$ cat src/rtl/mist1032sa_uart_receiver_fifo.sv
// mist1032sa_uart_receiver_fifo
//   Single-clock UART receiver with oversampled bit-centre sampling, start-glitch
//   rejection, stop-bit framing check, optional parity and a first-word-fall-through
//   receive FIFO popped by the UART register block.
//   Optional feature macro: MIST1032SA_UART_RX_PARITY_EN (adds one parity bit per frame).
// Ports
//   iCLOCK, inRESET       clock, async active-low reset
//   iEXTBAUD_COUNT        runtime tick period-1 (used when BAUDRATE_FIXED=0)
//   iUART_RXD             async serial input, idle high
//   oRX_VALID / oRX_DATA / oRX_FRAME_ERR / oRX_PARITY_ERR   FIFO head entry
//   iRX_REQ               pop head entry
//   oRX_COUNT             entries held
//   oOVERRUN / iCLEAR_OVERRUN   sticky dropped-byte flag and its clear
`timescale 1ns/1ps

module mist1032sa_uart_receiver_fifo #(
    parameter bit          BAUDRATE_FIXED   = 1'b1,
    parameter logic [19:0] BAUDRATE_COUNTER = 20'd26,
    parameter int unsigned OVERSAMPLE       = 16,
    parameter int unsigned DATA_BITS        = 8,
    parameter int unsigned FIFO_DEPTH       = 16,
    parameter int unsigned FIFO_AW          = 4,
    parameter bit          PARITY_ODD       = 1'b0
) (
    input  logic                 iCLOCK,
    input  logic                 inRESET,
    input  logic [19:0]          iEXTBAUD_COUNT,
    input  logic                 iUART_RXD,
    output logic                 oRX_VALID,
    output logic [DATA_BITS-1:0] oRX_DATA,
    output logic                 oRX_FRAME_ERR,
    output logic                 oRX_PARITY_ERR,
    input  logic                 iRX_REQ,
    output logic [FIFO_AW:0]     oRX_COUNT,
    output logic                 oOVERRUN,
    input  logic                 iCLEAR_OVERRUN
);

    localparam int unsigned SCNT_W  = $clog2(OVERSAMPLE);
    localparam int unsigned BCNT_W  = $clog2(DATA_BITS);
    localparam int unsigned ENTRY_W = DATA_BITS + 2;
    localparam logic [SCNT_W-1:0] HALF_LAST = SCNT_W'(OVERSAMPLE / 2 - 1);
    localparam logic [SCNT_W-1:0] FULL_LAST = SCNT_W'(OVERSAMPLE - 1);
    localparam logic [BCNT_W-1:0] BIT_LAST  = BCNT_W'(DATA_BITS - 1);

    typedef enum logic [2:0] {
        IDLE   = 3'd0,
        START  = 3'd1,
        DATA   = 3'd2,
        PARITY = 3'd3,
        STOP   = 3'd4
    } state_t;

    // Baud tick generator: free-running counter, one-clock enable on match
    logic [19:0] baud_cnt;
    logic [19:0] period_c;
    logic        tick_c;

    assign period_c = BAUDRATE_FIXED ? BAUDRATE_COUNTER : iEXTBAUD_COUNT;
    assign tick_c   = (baud_cnt == period_c);

    always_ff @(posedge iCLOCK or negedge inRESET) begin
        if (!inRESET) baud_cnt <= '0;
        else          baud_cnt <= tick_c ? '0 : baud_cnt + 20'd1;
    end

    // Two-flop synchroniser, preset to line idle
    logic rxd_meta, rxd_s;

    always_ff @(posedge iCLOCK or negedge inRESET) begin
        if (!inRESET) begin
            rxd_meta <= 1'b1;
            rxd_s    <= 1'b1;
        end else begin
            rxd_meta <= iUART_RXD;
            rxd_s    <= rxd_meta;
        end
    end

    // Receive FSM state and datapath registers
    state_t                state, state_n;
    logic [SCNT_W-1:0]     scnt, scnt_n;
    logic [BCNT_W-1:0]     bcnt, bcnt_n;
    logic [DATA_BITS-1:0]  shreg, shreg_n;
    logic                  ferr, ferr_n;
    logic                  perr, perr_n;
    logic                  armed, armed_n;  // low after a 0 stop sample until line returns high
    logic                  push, push_n;

    always_ff @(posedge iCLOCK or negedge inRESET) begin
        if (!inRESET) begin
            state <= IDLE;
            scnt  <= '0;
            bcnt  <= '0;
            shreg <= '0;
            ferr  <= 1'b0;
            perr  <= 1'b0;
            armed <= 1'b1;
            push  <= 1'b0;
        end else begin
            state <= state_n;
            scnt  <= scnt_n;
            bcnt  <= bcnt_n;
            shreg <= shreg_n;
            ferr  <= ferr_n;
            perr  <= perr_n;
            armed <= armed_n;
            push  <= push_n;
        end
    end

    // Next-state: every step is gated by the baud tick
    always_comb begin
        state_n = state;
        scnt_n  = scnt;
        bcnt_n  = bcnt;
        shreg_n = shreg;
        ferr_n  = ferr;
        perr_n  = perr;
        armed_n = armed | rxd_s;
        push_n  = 1'b0;
        if (tick_c) begin
            unique case (state)
                IDLE: begin
                    if (!rxd_s && armed) begin
                        state_n = START;
                        scnt_n  = '0;
                        perr_n  = 1'b0;
                    end
                end
                START: begin
                    if (scnt == HALF_LAST) begin
                        scnt_n  = '0;
                        bcnt_n  = '0;
                        state_n = rxd_s ? IDLE : DATA;
                    end else begin
                        scnt_n = scnt + SCNT_W'(1);
                    end
                end
                DATA: begin
                    if (scnt == FULL_LAST) begin
                        scnt_n  = '0;
                        shreg_n = {rxd_s, shreg[DATA_BITS-1:1]};
                        bcnt_n  = bcnt + BCNT_W'(1);
                        if (bcnt == BIT_LAST) begin
`ifdef MIST1032SA_UART_RX_PARITY_EN
                            state_n = PARITY;
`else
                            state_n = STOP;
`endif
                        end
                    end else begin
                        scnt_n = scnt + SCNT_W'(1);
                    end
                end
                PARITY: begin
                    if (scnt == FULL_LAST) begin
                        scnt_n  = '0;
                        perr_n  = ((^shreg) ^ rxd_s) != PARITY_ODD;
                        state_n = STOP;
                    end else begin
                        scnt_n = scnt + SCNT_W'(1);
                    end
                end
                STOP: begin
                    if (scnt == FULL_LAST) begin
                        scnt_n  = '0;
                        ferr_n  = !rxd_s;
                        push_n  = 1'b1;
                        state_n = IDLE;
                        if (!rxd_s) armed_n = 1'b0;
                    end else begin
                        scnt_n = scnt + SCNT_W'(1);
                    end
                end
                default: state_n = IDLE;
            endcase
        end
    end

    // Receive FIFO: a push into a full FIFO succeeds only if the head pops the same clock
    logic [ENTRY_W-1:0] mem [FIFO_DEPTH];
    logic [FIFO_AW-1:0] wr_ptr, rd_ptr;
    logic [FIFO_AW:0]   count_n;
    logic               pop_c, full_c, wr_c, drop_c;
    logic [ENTRY_W-1:0] head_c;

    assign pop_c   = iRX_REQ && oRX_VALID;
    assign full_c  = (oRX_COUNT == (FIFO_AW+1)'(FIFO_DEPTH));
    assign wr_c    = push && (!full_c || pop_c);
    assign drop_c  = push && full_c && !pop_c;
    assign count_n = oRX_COUNT + (FIFO_AW+1)'(wr_c) - (FIFO_AW+1)'(pop_c);

    always_ff @(posedge iCLOCK or negedge inRESET) begin
        if (!inRESET) begin
            for (int i = 0; i < FIFO_DEPTH; i++) mem[i] <= '0;
            wr_ptr    <= '0;
            rd_ptr    <= '0;
            oRX_COUNT <= '0;
            oRX_VALID <= 1'b0;
            oOVERRUN  <= 1'b0;
        end else begin
            if (wr_c) begin
                mem[wr_ptr] <= {perr, ferr, shreg};
                wr_ptr      <= wr_ptr + FIFO_AW'(1);
            end
            if (pop_c) rd_ptr <= rd_ptr + FIFO_AW'(1);
            oRX_COUNT <= count_n;
            oRX_VALID <= (count_n != '0);
            // A new overrun wins over a simultaneous clear
            if (drop_c)              oOVERRUN <= 1'b1;
            else if (iCLEAR_OVERRUN) oOVERRUN <= 1'b0;
        end
    end

    // First-word fall-through head view
    assign head_c         = mem[rd_ptr];
    assign oRX_DATA       = head_c[DATA_BITS-1:0];
    assign oRX_FRAME_ERR  = head_c[DATA_BITS];
    assign oRX_PARITY_ERR = head_c[DATA_BITS+1];

endmodule
$ cat config.mk
export PLATFORM = sky130hd
export DESIGN_NAME = mist1032sa_uart_receiver_fifo
export DESIGN_NICKNAME = d
export VERILOG_FILES = /design/src/rtl/mist1032sa_uart_receiver_fifo.sv
export SDC_FILE = /design/constraint.sdc
export NUM_CORES = 1
export LEC_CHECK = 0
export CORE_MARGIN = 2
export CORE_UTILIZATION = 55
export CTS_BUF_LIST = sky130_fd_sc_hd__clkbuf_16
export DETAILED_ROUTE_END_ITERATION = 7
export GPL_TIMING_DRIVEN = 0
export PLACE_DENSITY_LB_ADDON = 0.05
export SLEW_MARGIN = 20
export SYNTH_ARGS = -nofsm -noshare
export SYNTH_HDL_FRONTEND = slang
export SYNTH_SLANG_ARGS = --single-unit
$ cat constraint.sdc
create_clock -name iCLOCK -period 2.4 [get_ports iCLOCK]
set_input_delay 0.48 -clock iCLOCK [delete_from_list [all_inputs] [get_ports iCLOCK]]
set_output_delay 0.48 -clock iCLOCK [all_outputs]
set_load 0.02 [all_outputs]
==> metrics.md <==
| Metric | Value |
|---|---|
| Status | `finished, violations left` |
| Failing checks | `negative setup slack` |
| Pin count of the biggest net entering global routing | `81` |
| Clk buf depth | `3` |
| Layout Cells excl Fill | `994` |
| Mapped Nets | `734` |
| Final wirelength | `21.6 mm` |
| First-pass GRT wire length | `35.1 mm` |
| DIE WIDTH | `140 um` |
| H-Tree Level Count | `1` |
| Clk sink count | `219` |
| Buffers on Ports | `21` |
| Vias in the first global route | `6503` |
| Hold Vio Cnt, Final | `0` |
| CTS clk-pin slew, worst paths | `60 ps` |
| CP startpoint kind | `flop` |
| Initial antenna violation count | `0` |
| Dpl cells | `945` |
| Initial DRT Pass Iterations | `4` |
| Ant diodes | `0` |
| Netlist cell types | `45` |
| Critical path cell sequence | `buf_12, buf_12, mux4_2, mux4_2, buf_6` |
| Kind of end point of the critical path | `output pin` |
| Synth warn | `0` |
| Total gr overflow | `0` |
| Max Cap Viol | `0` |
| CTS root buf | `clkbuf_16` |
| CP bufs+invs | `3` |
| WP data arrival | `2420 ps` |
| Highest attainable clock frequency | `344 MHz` |
| Max Clock Skew | `9.13 ps` |
| Post-Syn Area | `10200 um^2` |
| Synth area leaders | `dfrtp_1, mux2_2, mux4_2` |
| Critical path class | `reg -> out` |
| CP max stage delay | `550 ps` |
| Final setup violation count | `12` |
| DR iter-0 viols | `363` |
| Seq cells post-synth | `219` |
| Most frequent cells in the layout | `dfrtp_1, mux2_2, mux4_2, xnor2_1, clkbuf_16` |
| Via/cell ratio | `5.96` |
| Worst endpoint required time | `1920 ps` |
| Slew @ Worst Pin | `739 ps` |
| GPL Wtd Cong | `0.812` |
| Core ar. | `18000 um^2` |
| Vias | `5923` |
| Slew Limit Headroom | `50.7%` |
| Synth top area share | `53.1%` |
| Period Utilization, post-route | `121%` |
| Starting Density | `56.4%` |
| CTS tree | `yes` |
| Worst hold path type | `reg -> reg` |
| Residual DRC count | `0` |
| Die Area | `19600 um^2` |
| Pwr Total | `9710 uW` |
| Number of buffers created by CTS | `24` |
| Final worst setup slack | `-504 ps` |
| Fin. max-slew vios | `0` |
| Post-synth top flop | `dfrtp_1` |
| Fraction of layout cells with a size suffix above 1 | `42.9%` |
| Area grow syn2layout | `16.0%` |
| Pwr dens | `823 nW/um^2` |
| Max VDD drop | `0.000984 V` |
| Row count | `49` |
| Final net count | `788` |
| RSZ-0062 raised after global routing | `yes` |
| Seq/Total Area, Yosys | `53.9%` |
| DP HPWL | `14.5 mm` |
| Post-synth EDFFs | `0` |
| WL/cell | `21.8 um` |
| Die H | `140 um` |
| Hold Slack | `364 ps` |
| CP max-delay cell | `mux4_2` |
| Worst-Skew Late Latency | `520 ps` |
| Synth area leader | `dfrtp_1` |
| Asr flop ratio synth | `100%` |
| Syn Inst Count | `693` |
| Pleak | `0.00560 uW` |
| Crit path time final | `2900 ps` |
| Gr usage total | `22.9%` |
| Crit-path leading delay family | `multiplexers` |
| Worst-path fanout max | `9` |
| Final setup TNS | `-4840 ps` |
| Syn Area/Cell | `14.7 um^2` |
| I/O pin total | `42` |
| Most common cell after layout, fill and taps aside | `dfrtp_1` |
| Post-route ant nets | `0` |
-- cells in the mapped netlist (4+ instances only) --
| cell | count |
|---|---|
| mux4_2 | 50 |
| nand3_1 | 20 |
| nor3_1 | 5 |
| nor2_1 | 20 |
| nor4_1 | 4 |
| mux2_4 | 8 |
| a21o_1 | 4 |
| inv_1 | 12 |
| buf_1 | 6 |
| nand4_1 | 10 |
| xor2_1 | 8 |
| buf_2 | 4 |
| o21ai_0 | 11 |
| and3_1 | 9 |
| dfrtp_1 | 216 |
| nand2_1 | 15 |
| mux2_2 | 165 |
| and4_1 | 5 |
| ha_1 | 15 |
| clkbuf_1 | 37 |
| a21oi_1 | 5 |
| xnor2_1 | 28 |
-- cell type report --
| class | instances | area, um^2 |
|---|---|---|
| fillers | 1284 | 6230 |
| flip-flops and latches | 219 | 5490 |
| multi-input cells | 413 | 4520 |
| clock buffers | 25 | 626 |
| repair buffers | 40 | 378 |
| well taps | 229 | 287 |
| plain buffers | 37 | 272 |
| clock inverters | 19 | 181 |
| inverters | 12 | 45.0 |
-- repair_timing --
item | CTS | global route
pin swaps | 8 | 9
endpoints found under the hold margin | 70 | 0
gates resized for setup | 82 | 14
endpoints found under the setup margin | 171 | 174
buffers inserted | 12 | 4
hold buffers | 1 | 0
-- worst reg2reg max path, cell delays in order, from the launching register on --
cell      delay (ps)
dfrtp_2          420
inv_2             90
ha_4             120
nor4bb_4         230
nand2_2          120
nand2_2          110
o21ai_2           70
ha_2             190
fa_2             410
a21oi_2          150
o21bai_1         100
xnor2_1          160
nor2_1           120
nand2_1           60
-- state kept, by name, summed over array words and instances (netlist names) --
| signal | cells |
|---|---|
| mem | 160 |
| baud_cnt | 20 |
| shreg | 8 |
| oRX_COUNT | 5 |
| rd_ptr | 4 |
| scnt | 4 |
| wr_ptr | 4 |
| bcnt | 3 |
| state | 3 |
| armed | 1 |
| ferr | 1 |
| oOVERRUN | 1 |
| oRX_VALID | 1 |
| perr | 1 |
| push | 1 |
| rxd_meta | 1 |
| rxd_s | 1 |
-- kinds of logic after synthesis --
group | synth area share [%]
XOR/XNOR | 3.10
AND/OR/NAND/NOR | 6.24
multiplexers | 30.5
adder cells (fa/ha/maj) | 2.04
AO/OA/AOI/OAI | 1.73
flip-flops | 53.9
buffers and inverters | 2.45
-- per-layer routing --
layer	vias up	routed length [um]	track usage [%]
met5	-	0	0
met4	0	588	6.95
met3	40	557	2.87
met2	90	11100	40.3
met1	3142	9440	30.2
li1	2651	-	-
-- metrics by stage --
stage               setup WS [ps]  area [um^2]  utilization, %
global route                 -547        11800            65.5
CTS                          -524        11700            65.1
global placement            -8480        10700            59.4
detailed placement           -855        10800            59.7
floorplan                    37.4        10200               -
finish                       -504        11800            65.5
-- worst paths after layout --
check                                         to  slack, ps                    from  depth (start not counted)
max                                  oRX_DATA[1]       -500   rd_ptr[0]$_DFFE_PN0N_                          5
min                              rxd_s$_DFF_PN1_        360      rxd_meta$_DFF_PN1_                          0
max reg2reg                  oRX_VALID$_DFF_PN0_        -60  oRX_COUNT[2]$_DFF_PN0_                         13
min reg2reg                      rxd_s$_DFF_PN1_        360      rxd_meta$_DFF_PN1_                          0
max in group asynchronous  rd_ptr[0]$_DFFE_PN0N_       1090                 inRESET                          3
min in group asynchronous   mem[153]$_DFFE_PN0P_        500                 inRESET                          2
-- where the power goes --
group | switching [uW] | internal, uW | total (uW) | leakage (uW)
Combinational | 1020 | 1020 | 2040 | 0.00217
Sequential | 113 | 3800 | 3910 | 0.00301
Clock | 1450 | 2300 | 3750 | 0.000424
No activity file was read; power rests on OpenSTA's default activity.
